<file path="src/rtl/edge_frame_sequencer.sv">
// Raster-scans a frame, gathers each pixel's 3x3 neighbourhood from the image RAM and hands
// the window plus destination address to the convolution datapath. Optional macro: BORDER_ZERO_EN.
module edge_frame_sequencer #(
  parameter int IMG_W  = 32,
  parameter int IMG_H  = 32,
  parameter int ADDR_W = 12
) (
  input  logic              clk_50M,
  input  logic              reset,
  input  logic              start,
  input  logic [ADDR_W-1:0] addr_in_base,
  input  logic [ADDR_W-1:0] addr_out_base,
  output logic              rd_en,
  output logic [ADDR_W-1:0] rd_addr,
  input  logic [7:0]        rd_data,
  output logic              win_valid,
  input  logic              win_ready,
  output logic [71:0]       win_px,
  output logic [ADDR_W-1:0] win_dst,
  output logic              win_border,
  output logic              busy,
  output logic              done
);

  localparam int XW = $clog2(IMG_W);
  localparam int YW = $clog2(IMG_H);

`ifdef BORDER_ZERO_EN
  localparam int X_FIRST = 0;
  localparam int Y_FIRST = 0;
  localparam int X_LAST  = IMG_W - 1;
  localparam int Y_LAST  = IMG_H - 1;
`else
  localparam int X_FIRST = 1;
  localparam int Y_FIRST = 1;
  localparam int X_LAST  = IMG_W - 2;
  localparam int Y_LAST  = IMG_H - 2;
`endif

  typedef enum logic [2:0] {IDLE, FETCH, CAPTURE, ISSUE, DONE} state_t;

  state_t            state_q, state_d;
  logic [XW-1:0]     x_q, x_d;
  logic [YW-1:0]     y_q, y_d;
  logic [3:0]        k_q, k_d;
  logic [1:0]        dx_q, dx_d, dy_q, dy_d;
  logic [ADDR_W-1:0] in_base_q, out_base_q;
  logic [ADDR_W-1:0] pix_off;
  logic              cur_border, nxt_border, last_pix;
  logic              rd_vld_p1;
  logic [3:0]        rd_slot_p1;
  logic [7:0]        slot_q [9];

  // Linear offset of pixel (x,y) inside the frame, wrapped to the address width.
  function automatic logic [ADDR_W-1:0] pix_offset(input logic [XW-1:0] x, input logic [YW-1:0] y);
    return ADDR_W'(y) * ADDR_W'(IMG_W) + ADDR_W'(x);
  endfunction

  // Signed neighbour displacement (dy-1)*IMG_W + (dx-1); two's-complement wrap gives the modulo.
  function automatic logic [ADDR_W-1:0] nbr_offset(input logic [1:0] dx, input logic [1:0] dy);
    logic signed [2:0] dx_s, dy_s;
    dx_s = $signed({1'b0, dx}) - 3'sd1;
    dy_s = $signed({1'b0, dy}) - 3'sd1;
    return ADDR_W'(dy_s) * ADDR_W'(IMG_W) + ADDR_W'(dx_s);
  endfunction

`ifdef BORDER_ZERO_EN
  function automatic logic is_border(input logic [XW-1:0] x, input logic [YW-1:0] y);
    return (x == '0) || (x == XW'(IMG_W - 1)) || (y == '0) || (y == YW'(IMG_H - 1));
  endfunction

  assign cur_border = is_border(x_q, y_q);
`else
  assign cur_border = 1'b0;
`endif

  assign pix_off  = pix_offset(x_q, y_q);
  assign last_pix = (x_q == XW'(X_LAST)) && (y_q == YW'(Y_LAST));

  always_ff @(posedge clk_50M) begin
    if (!reset) begin
      state_q   <= IDLE;
      x_q       <= '0;
      y_q       <= '0;
      k_q       <= '0;
      dx_q      <= '0;
      dy_q      <= '0;
      rd_vld_p1 <= 1'b0;
    end else begin
      state_q   <= state_d;
      x_q       <= x_d;
      y_q       <= y_d;
      k_q       <= k_d;
      dx_q      <= dx_d;
      dy_q      <= dy_d;
      rd_vld_p1 <= rd_en;
    end
  end

  // Read return stage: data for the read issued last cycle lands in its slot
  always_ff @(posedge clk_50M) begin
    rd_slot_p1 <= k_q;
    if (state_q == IDLE && start) begin
      in_base_q  <= addr_in_base;
      out_base_q <= addr_out_base;
    end
    if (rd_vld_p1) slot_q[rd_slot_p1] <= rd_data;
  end

  always_comb begin
    state_d    = state_q;
    x_d        = x_q;
    y_d        = y_q;
    k_d        = k_q;
    dx_d       = dx_q;
    dy_d       = dy_q;
    nxt_border = 1'b0;
    rd_en      = 1'b0;
    rd_addr    = '0;
    win_valid  = 1'b0;
    win_px     = '0;
    win_dst    = '0;
    win_border = 1'b0;
    busy       = 1'b0;
    done       = 1'b0;
    unique case (state_q)
      IDLE: begin
        if (start) begin
          x_d  = XW'(X_FIRST);
          y_d  = YW'(Y_FIRST);
          k_d  = '0;
          dx_d = '0;
          dy_d = '0;
`ifdef BORDER_ZERO_EN
          nxt_border = is_border(x_d, y_d);
`endif
          state_d = nxt_border ? ISSUE : FETCH;
        end
      end
      FETCH: begin
        busy    = 1'b1;
        rd_en   = 1'b1;
        rd_addr = in_base_q + pix_off + nbr_offset(dx_q, dy_q);
        if (k_q == 4'd8) begin
          k_d     = '0;
          dx_d    = '0;
          dy_d    = '0;
          state_d = CAPTURE;
        end else begin
          k_d = k_q + 4'd1;
          if (dx_q == 2'd2) begin
            dx_d = '0;
            dy_d = dy_q + 2'd1;
          end else begin
            dx_d = dx_q + 2'd1;
          end
        end
      end
      CAPTURE: begin
        busy    = 1'b1;
        state_d = ISSUE;
      end
      ISSUE: begin
        busy       = 1'b1;
        win_valid  = 1'b1;
        win_dst    = out_base_q + pix_off;
        win_border = cur_border;
        if (!cur_border) begin
          for (int i = 0; i < 9; i++) win_px[i*8 +: 8] = slot_q[i];
        end
        if (win_ready) begin
          if (last_pix) begin
            state_d = DONE;
          end else begin
            if (x_q == XW'(X_LAST)) begin
              x_d = XW'(X_FIRST);
              y_d = y_q + YW'(1);
            end else begin
              x_d = x_q + XW'(1);
            end
`ifdef BORDER_ZERO_EN
            nxt_border = is_border(x_d, y_d);
`endif
            state_d = nxt_border ? ISSUE : FETCH;
          end
        end
      end
      DONE: begin
        done    = 1'b1;
        state_d = IDLE;
      end
      default: state_d = IDLE;
    endcase
  end

endmodule
</file>
<file path="config.mk">
export PLATFORM = sky130hd
export DESIGN_NAME = edge_frame_sequencer
export DESIGN_NICKNAME = d
export VERILOG_FILES = /design/src/rtl/edge_frame_sequencer.sv
export SDC_FILE = /design/constraint.sdc
export NUM_CORES = 1
export LEC_CHECK = 0
export CAP_MARGIN = 30
export CELL_PAD_IN_SITES_DETAIL_PLACEMENT = 0
export CELL_PAD_IN_SITES_GLOBAL_PLACEMENT = 1
export CORE_ASPECT_RATIO = 0.75
export CORE_MARGIN = 10
export CORE_UTILIZATION = 40
export CTS_BUF_LIST = sky130_fd_sc_hd__clkbuf_16
export CTS_CLUSTER_SIZE = 25
export DETAILED_ROUTE_END_ITERATION = 16
export PLACE_DENSITY_LB_ADDON = 0.1
export SYNTH_ARGS = -nofsm -noshare
export SYNTH_HDL_FRONTEND = slang
export SYNTH_SLANG_ARGS = --single-unit
</file>
<file path="constraint.sdc">
create_clock -name clk_50M -period 3.45 [get_ports clk_50M]
set_input_delay 0.345 -clock clk_50M [delete_from_list [all_inputs] [get_ports clk_50M]]
set_output_delay 0.345 -clock clk_50M [all_outputs]
set_load 0.02 [all_outputs]
</file>
# ---- Yosys cells after proc, flatten, opt, wreduce, memory -nomap -nowiden
# Memory sizes are Yosys's and may differ from the RTL's.
# Index checks and enable logic that the tools add are counted.
dict set report word_totals {
  ff_bits 50
  elab_cells 81
  memories 1
  ramBits 72
}
# name depth word_bits rd rd_ports_with_merged_regs wr line_no
set mem_list {}
lappend mem_list {slot_q 9 8 9 0 1 52} ;# logic [7:0] slot_q [9];
dict set report op_classes {
  n_mux 33
  reduce_logical 11
  add_sub_neg 12
  n_eq_ne 14
}
# op n
set op_table {}
lappend op_table {{two-way mux 72 bit} 1}
lappend op_table {{two-way mux 5 bit} 7}
lappend op_table {{adder 12 x 11 -> 12 bit} 2}
lappend op_table {{two-way mux 12 bit} 2}
lappend op_table {{one-hot mux 5 bit (2 select lines)} 2}
lappend op_table {{adder 12 bit} 1}
lappend op_table {{two-way mux 3 bit} 4}
lappend op_table {{one-hot mux 3 bit (4 select lines)} 1}
lappend op_table {{adder 10 x 5 -> 11 bit} 1}
lappend op_table {{adder 5 x 1 -> 5 bit, second input constant} 2}
lappend op_table {{equality test 5 bit, second input constant} 2}
lappend op_table {{two-way mux 2 bit} 5}
lappend op_table {{!= test 2 bit, second input constant} 5}
lappend op_table {{adder 8 x 3 -> 9 bit} 1}
lappend op_table {{two-way mux 4 bit} 2}
lappend op_table {{one-hot mux 2 bit (2 select lines)} 2}
lappend op_table {{one-hot mux 4 bit (2 select lines)} 1}
lappend op_table {{equality test 3 x 2 -> 1 bit, second input constant} 2}
lappend op_table {{two-way mux 1 bit} 6}
lappend op_table {{AND reduction 3 bit} 2}
lappend op_table {{subtractor 2 x 1 -> 3 bit, second input constant} 2}
lappend op_table {{AND reduction 5 bit} 1}
lappend op_table {{adder 2 x 1 -> 2 bit, second input constant} 2}
lappend op_table {{adder 4 x 1 -> 4 bit, second input constant} 1}
lappend op_table {{11 further kinds} 13}

# ---- Logic depth before layout (Yosys ltp)
# Gate-level depths: netlist (run 1).
dict set report depth {
  depth_word 5
  depth_mapped 13
  depth_no_buf 13
}

# ---- Least setup slack after synthesis (run 1)
# No wires, ideal clock.
dict set report synth_timing {
  kind {register to output}
  start {register dx_q[0]}
  end {output rd_addr[9]}
  t_required_ns 3.105
  arrival_ns 3.217
  slack_ns -0.112
  path_stages_with_launch 12
  path_cell_list {dfxtp_1 -> inv_1 -> ha_1 -> ha_1 -> fa_1 -> fa_1 -> ha_1 -> o211a_1 -> o31a_1 -> o211ai_1 -> a21oi_1 -> nor3b_1}
}
dict set report synth_between {
  elab_chain_cells 4
}
# item line_no
set synth_rtl {}
lappend synth_rtl {{start: declaration} 46} ;# logic [1:0] dx_q, dx_d, dy_q, dy_d;
lappend synth_rtl {{start signal: assignment} 86} ;# dx_q <= '0;
lappend synth_rtl {{start signal: assignment} 94} ;# dx_q <= dx_d;
lappend synth_rtl {{subtractor 2 x 1 -> 3 bit} 62} ;# dx_s = $signed({1'b0, dx}) - 3'sd1;
lappend synth_rtl {{adder 8 x 3 -> 9 bit} 64} ;# return ADDR_W'(dy_s) * ADDR_W'(IMG_W) + ADDR_W'(dx_s);
lappend synth_rtl {{adder 12 bit} 143} ;# rd_addr = in_base_q + pix_off + nbr_offset(dx_q, dy_q);
lappend synth_rtl {{two-way mux 12 bit} 126} ;# unique case (state_q)
lappend synth_rtl {{end: declaration} 14} ;# output logic [ADDR_W-1:0] rd_addr,
# No other way between the ends.

# ---- Final worst setup path (run 1)
dict set report layout_timing {
  start {register dx_q[1]}
  end {output rd_addr[9]}
}
# Same word-level chain as after synthesis.

==> results.sh, run 1 <==
export IMPL_status="complete, but fails checks"
export IMPL_violations="negative setup slack"
export IMPL_die_area_um2=20800
export IMPL_clock_path_buffers=2
export IMPL_core_area_um2=15180
export IMPL_io_buffer_count=135
export IMPL_grt_use_total=0.1528
export IMPL_finalCriticalPeriod_ns=3.732
export IMPL_drv_cap=0
export IMPL_startpoint="dx_q[1]"
export IMPL_hpwl_mm=11.94
export IMPL_syn_inst=514
export IMPL_vias_per_cell=4.923
export IMPL_arrival_ns=3.39
export IMPL_syn_area_per_cell_um2=11.98
export IMPL_final_nets=780
export IMPL_wl_per_cell_um=17.70
export IMPL_cp_max_fo=4
export IMPL_cp_end_kind="output pin"
export IMPL_grt_start_max_net_pins=56
export IMPL_gr_total_overflow=0
export IMPL_drive_above_1_share=0.1946
export IMPL_post_route_period_util=1.082
export IMPL_slowest_delay_ns=0.53
export IMPL_finalNonFillerCells=914
export IMPL_n_antenna_cell=0
export IMPL_routed_via_count=4500
export IMPL_setup_tns_ns=-1.219
export IMPL_r2r_start="state_q[0]"
export IMPL_initial_core_util=0.4056
export IMPL_tightest_slew_ns=0.7866
export IMPL_syn_to_final_growth_pct=43.60
export IMPL_synth_seq_cells=122
export IMPL_power_leakage_nw=3.388
export IMPL_crit_path_frequent_cell="ha_4"
export IMPL_ir_drop_v=0.0003625
export IMPL_setup_violations=6
export IMPL_clkLatencyLatePin_ns=0.41
export IMPL_yosysWarnings=0
export IMPL_holdCritStartpoint="k_q[2]"
export IMPL_dpl_cell_area_um2=7983
export IMPL_grt_pass1_wl_mm=24.61
export IMPL_dieWidth_um=163.2
export IMPL_synth_edf_count=96
export IMPL_ios=137
export IMPL_cts_sinks=122
export IMPL_antenna_left=0
export IMPL_power_internal_mw=3.330
export IMPL_relSlewSlack=0.4737
export IMPL_switchingPower_mw=1.390
export IMPL_p_seq_frac=0.357
export IMPL_drt_total_wl_mm=16.18
export IMPL_h_tree_depth=4
export IMPL_critical_path_class="reg2out"
export IMPL_dieHeight_um=127.4
export IMPL_dr_pass1_iters=4
export IMPL_fillers=1246
export IMPL_synthTopCellsByCount="96 x edfxtp_1, 80 x and2_1, 35 x ha_1, 35 x nor2_1, 26 x dfxtp_1"
export IMPL_synth_top_cell_area_share=0.4683
export IMPL_cp_required_ns=3.11
export IMPL_powerDensity_nw_per_um2=534.0
export IMPL_yosys_top_cells_area="edfxtp_1 47%, dfxtp_1 8.5%, and2_1 8.1%"
export IMPL_synth_cell_types=62
export IMPL_rows=39
export IMPL_drt_initial_drc_count=218
export IMPL_grt_pass1_vias=4485
export IMPL_holdWs_ns=0.3976
export IMPL_crit_chain="inv_2 > ha_4 > ha_4 > fa_2 > fa_2 > ha_4 > o211a_1 > o31a_1 > o211ai_1 > a21oi_2 > nor3b_2 > buf_4"
export IMPL_cts_tree="built"
export IMPL_antenna_found_initial=0
export IMPL_synth_top_cell_by_area="edfxtp_1"
export IMPL_place_gp_congestion=0.8013
export IMPL_root_buffer="clkbuf_16"
export IMPL_cp_start_kind="flip-flop"
export IMPL_p_comb_frac=0.294
export IMPL_power_total_mw=4.720
export IMPL_remaining_drc_errors=0
export IMPL_rsz0062_at_grt="true"
export IMPL_syn_area_um2=6156
export IMPL_yosysSeqAreaShare=0.5528
export IMPL_clockPowerShare=0.349
export IMPL_yosysMostFrequentCell="edfxtp_1"
export IMPL_hold_class="reg2reg"
export IMPL_cp_slowest_cell="fa_2"
export IMPL_ys_async_sr_fraction=0
export IMPL_synth_ff_type="edfxtp_1"
export IMPL_slew_violations=0
export IMPL_dp_cells=875
export IMPL_max_clock_freq_mhz=267.9
export IMPL_final_area_um2=8840
export IMPL_clock_skew_ns=0.005223
export IMPL_clkTransAtPathRegs_ns=0.06
export IMPL_syn_nets=598
export IMPL_hold_violations=0
export IMPL_timing_final_ws_setup_ns=-0.2824
export IMPL_swShare=0.2946
export IMPL_cts_buffers=17
-- per-stage QoR --
step	worst slack, ns	util
6_report	-0.2824	0.5825
4_1_cts	-0.2997	0.5752
3_3_place_gp	-0.4164	0.5252
2_1_floorplan	0.02005	-
5_1_grt	-0.4169	0.5825
3_5_place_dp	-0.6072	0.5260
-- power groups by stage --
| stage | Sequential [mW] | Clock, mW | Combinational (mW) |
|---|---|---|---|
| after floorplan | 1.70 | 0 | 0.681 |
| after global placement | 1.71 | 0 | 1.15 |
| after detailed placement | 1.71 | 0 | 1.17 |
| after CTS | 1.68 | 1.68 | 1.29 |
| after global routing | 1.69 | 1.75 | 1.51 |
| final | 1.69 | 1.65 | 1.39 |
-- routing by layer --
| layer | up-vias | GRT usage | share of wire |
|---|---|---|---|
| li1 | 2221 | - | - |
| met4 | 0 | 0.04921 | 0.0097 |
| met2 | 106 | 0.2256 | 0.45 |
| met3 | 13 | 0.04782 | 0.057 |
| met1 | 2160 | 0.2085 | 0.48 |
| met5 | - | 0 | 0 |
-- flip-flops by register name, indices dropped and copies added, names as in the netlist --
| name | count |
|---|---|
| dx_q | 2 |
| dy_q | 2 |
| in_base_q | 12 |
| k_q | 4 |
| out_base_q | 12 |
| rd_slot_p1 | 4 |
| rd_vld_p1 | 1 |
| slot_q | 72 |
| state_q | 3 |
| x_q | 5 |
| y_q | 5 |
-- logic make-up after synthesis --
| kind of cell | share of synthesized area |
|---|---|
| AO/OA/AOI/OAI | 0.1022 |
| XOR/XNOR | 0.01565 |
| adder cells (fa/ha/maj) | 0.1134 |
| buffers and inverters | 0.02846 |
| flip-flops | 0.5528 |
| multiplexers | 0.008537 |
| other | 0.0006092 |
| AND/OR/NAND/NOR | 0.1783 |
-- final timing paths --
| kind | slack (ns) | end | cells after the start |
|---|---|---|---|
| worst max-delay path | -0.28 | rd_addr[9] | 12 |
| worst max register to register | 1.34 | dy_q[1] | 6 |
| worst min register to register | 0.40 | rd_slot_p1[2] | 0 |
| worst min-delay path | 0.40 | rd_slot_p1[2] | 0 |
-- timing repair --
item	in CTS	in global routing
hold buffers	0	0
buffers inserted	4	3
resized for setup	74	26
pin swaps	20	20
endpoints found under the setup margin	12	14
-- cell type report --
| class | instances | area (um^2) | share of cell area |
|---|---|---|---|
| multi-input cells | 352 | 2818 | 0.3188 |
| flip-flops and latches | 122 | 3408 | 0.3856 |
| clock inverters | 15 | 123.9 | 0.01401 |
| repair buffers | 181 | 1723 | 0.1949 |
| well taps | 205 | 256.5 | 0.02902 |
| inverters | 22 | 85.08 | 0.009625 |
| clock buffers | 17 | 425.4 | 0.04812 |
-- critical path, delay by kind of cell, from the launching register on --
family	cells	cell delay (ns)
adders and majority gates	5	1.60
DFF	1	0.33
buffers and inverters	2	0.22
and+or+nand+nor	1	0.19
AOI/OAI and AO/OA	4	0.64
-- cells in the final DEF, fill, tap and decap left out, types with 10 or more instances in the layout --
cell type,instances
clkbuf_16,17
and2_1,79
ha_1,25
buf_4,42
nand3_1,13
o21ai_0,16
fa_1,10
dfxtp_1,22
a21oi_1,17
nand2_1,20
edfxtp_1,96
clkdlybuf4s50_1,120
nor2_1,33
inv_1,15
(Power assumes the default switching activity.)
==> run 2: changes to the inputs <==
--- a/config.mk
+++ b/config.mk
@@ -10,11 +10,12 @@
 export CELL_PAD_IN_SITES_GLOBAL_PLACEMENT = 1
 export CORE_ASPECT_RATIO = 0.75
 export CORE_MARGIN = 10
-export CORE_UTILIZATION = 40
+export CORE_UTILIZATION = 34
 export CTS_BUF_LIST = sky130_fd_sc_hd__clkbuf_16
 export CTS_CLUSTER_SIZE = 25
 export DETAILED_ROUTE_END_ITERATION = 16
 export PLACE_DENSITY_LB_ADDON = 0.1
+export SETUP_SLACK_MARGIN = 0.3
 export SYNTH_ARGS = -nofsm -noshare
 export SYNTH_HDL_FRONTEND = slang
 export SYNTH_SLANG_ARGS = --single-unit
==> run 2 against run 1 <==
  * The flow still finishes with violations (negative setup slack)
  * Clock skew up 0.0046 ns
  * Wire length up 3.7%
  * Sequential share of layout area down 0.061 points
  * Sequential cell count unchanged
  * Worst hold slack better by 0.0053 ns
  * Critical path depth unchanged
  * Register-to-register slack worse by 0.16 ns
  * Combinational power down 6%
  * Largest cell class unchanged
==> results.sh, run 2 (synthesized netlist as in run 1, its figures left out) <==
export IMPL_final_area_um2=8864
export IMPL_vias_per_cell=4.773
export IMPL_timing_final_ws_setup_ns=-0.2413
export IMPL_dpl_cell_area_um2=8127
export IMPL_root_buffer="clkbuf_16"
export IMPL_drt_initial_drc_count=225
export IMPL_worst_path_buf_inv=2
export IMPL_clock_skew_ns=0.009807
export IMPL_die_area_um2=23940
export IMPL_max_clock_freq_mhz=270.9
export IMPL_relSlewSlack=0.4753
export IMPL_grt_start_max_net_pins=79
export IMPL_rows=42
export IMPL_final_util=0.5005
export IMPL_dieWidth_um=175.4
export IMPL_registers_top_by_ff_count="slot_q"
export IMPL_finalCriticalPeriod_ns=3.691
export IMPL_violations="negative setup slack"
export IMPL_dr_pass1_iters=4
export IMPL_arrival_ns=3.35
export IMPL_r2r_cells=6
export IMPL_mostFrequentLayoutCells="119 x clkdlybuf4s50_1, 96 x edfxtp_1, 80 x and2_1"
export IMPL_wl_per_cell_um=17.65
export IMPL_io_buffer_count=135
export IMPL_largest_reg_flops=72
export IMPL_ir_drop_v=0.0003210
export IMPL_hpwl_mm=12.43
export IMPL_setup_violations=6
export IMPL_rsz0062_at_grt="true"
export IMPL_gr_total_overflow=0
export IMPL_slowest_delay_ns=0.60
export IMPL_clkTransAtPathRegs_ns=0.05
export IMPL_crit_path_frequent_cell="ha_4"
export IMPL_grt_use_total=0.1405
export IMPL_ios=137
export IMPL_grt_pass1_wl_mm=26.29
export IMPL_drt_total_wl_mm=16.78
export IMPL_cts_tree="built"
export IMPL_initial_core_util=0.3476
export IMPL_powerDensity_nw_per_um2=536.5
export IMPL_syn_to_final_growth_pct=43.98
export IMPL_fillers=1602
export IMPL_cp_slowest_cell="fa_1"
export IMPL_grt_pass1_vias=4739
export IMPL_critical_path_class="reg2out"
export IMPL_tightest_slew_ns=0.7846
export IMPL_routed_via_count=4539
export IMPL_hold_violations=0
export IMPL_top_regs="slot_q: 72 flops, in_base_q: 12 flops, out_base_q: 12 flops"
export IMPL_post_route_period_util=1.070
export IMPL_core_area_um2=17710
export IMPL_h_tree_depth=4
export IMPL_cts_buffers=17
export IMPL_dieHeight_um=136.5
export IMPL_hold_class="reg2reg"
export IMPL_clock_path_buffers=2
export IMPL_holdWs_ns=0.4029
export IMPL_critPathTopFamily="adder cells"
export IMPL_antenna_left=0
export IMPL_final_nets=780
export IMPL_remaining_drc_errors=0
export IMPL_drive_above_1_share=0.2003
export IMPL_cp_end_kind="output pin"
export IMPL_layout_commonest_cell="clkdlybuf4s50_1"
export IMPL_hold_depth=0
export IMPL_drv_cap=0
export IMPL_cts_sinks=122
export IMPL_crit_chain="inv_2 > ha_4 > ha_4 > fa_2 > fa_1 > ha_4 > o211a_1 > o31a_1 > o211ai_1 > a21oi_1 > nor3b_2 > buf_4"
export IMPL_slew_violations=0
export IMPL_power_leakage_nw=3.312
export IMPL_clkLatencyLatePin_ns=0.41
export IMPL_cp_max_fo=4
export IMPL_antenna_found_initial=1
export IMPL_cp_start_kind="flip-flop"
export IMPL_cp_required_ns=3.11
export IMPL_n_antenna_cell=0
export IMPL_crit_cells=12
export IMPL_place_gp_congestion=0.8218
export IMPL_status="complete, but fails checks"
[run 2: layout make-up]
type                       count  area, um^2  area share
clock buffer                  17       425.4     0.04800
sequential                   122        3412      0.3850
inverter                      22       85.08    0.009599
timing repair buffer         181        1682      0.1897
tap                          242       302.8     0.03416
multi-input combinational    352        2790      0.3148
clock inverter                15       166.4     0.01877
[run 2: repair_timing]
action | 4_1_cts | 5_1_grt
endpoints found under the setup margin | 17 | 18
resized for setup | 69 | 16
pin swaps | 11 | 8
hold buffers | 0 | 0
setup buffers | 8 | 2
[run 2: final timing paths]
kind / startpoint / end / slack [ns]
worst min-delay path: k_q[2] / rd_slot_p1[2] / 0.40
worst min register to register: k_q[2] / rd_slot_p1[2] / 0.40
worst max register to register: state_q[0] / dy_q[0] / 1.18
worst max-delay path: dx_q[1] / rd_addr[9] / -0.24
[run 2: metrics by stage]
stage | cells | setup TNS [ns] | power (mW) | worst slack, ns
4_1_cts | 949 | -1.280 | 4.794 | -0.2658
2_1_floorplan | 514 | 0 | 2.457 | 0.2947
3_3_place_gp | 908 | -1.037 | 2.940 | -0.2624
3_5_place_dp | 909 | -1.272 | 2.949 | -0.3145
6_report | 951 | -1.112 | 4.755 | -0.2413
5_1_grt | 951 | -1.925 | 5.006 | -0.3812
[run 2: routing by layer]
layer  global-route usage  vias to the layer above  share of wire
met4              0.04603                        0         0.0095
met5                    0                        -              0
met3              0.03579                       14          0.058
li1                     -                     2219              -
met1               0.1944                     2189           0.50
met2               0.2103                      117           0.44
[run 2: power breakdown]
part,internal [mW],switching [mW],leakage (nW),total [mW]
clock,1.08,0.684,0.286,1.76
combinational,0.649,0.661,1.94,1.31
sequential,1.64,0.0414,1.09,1.69
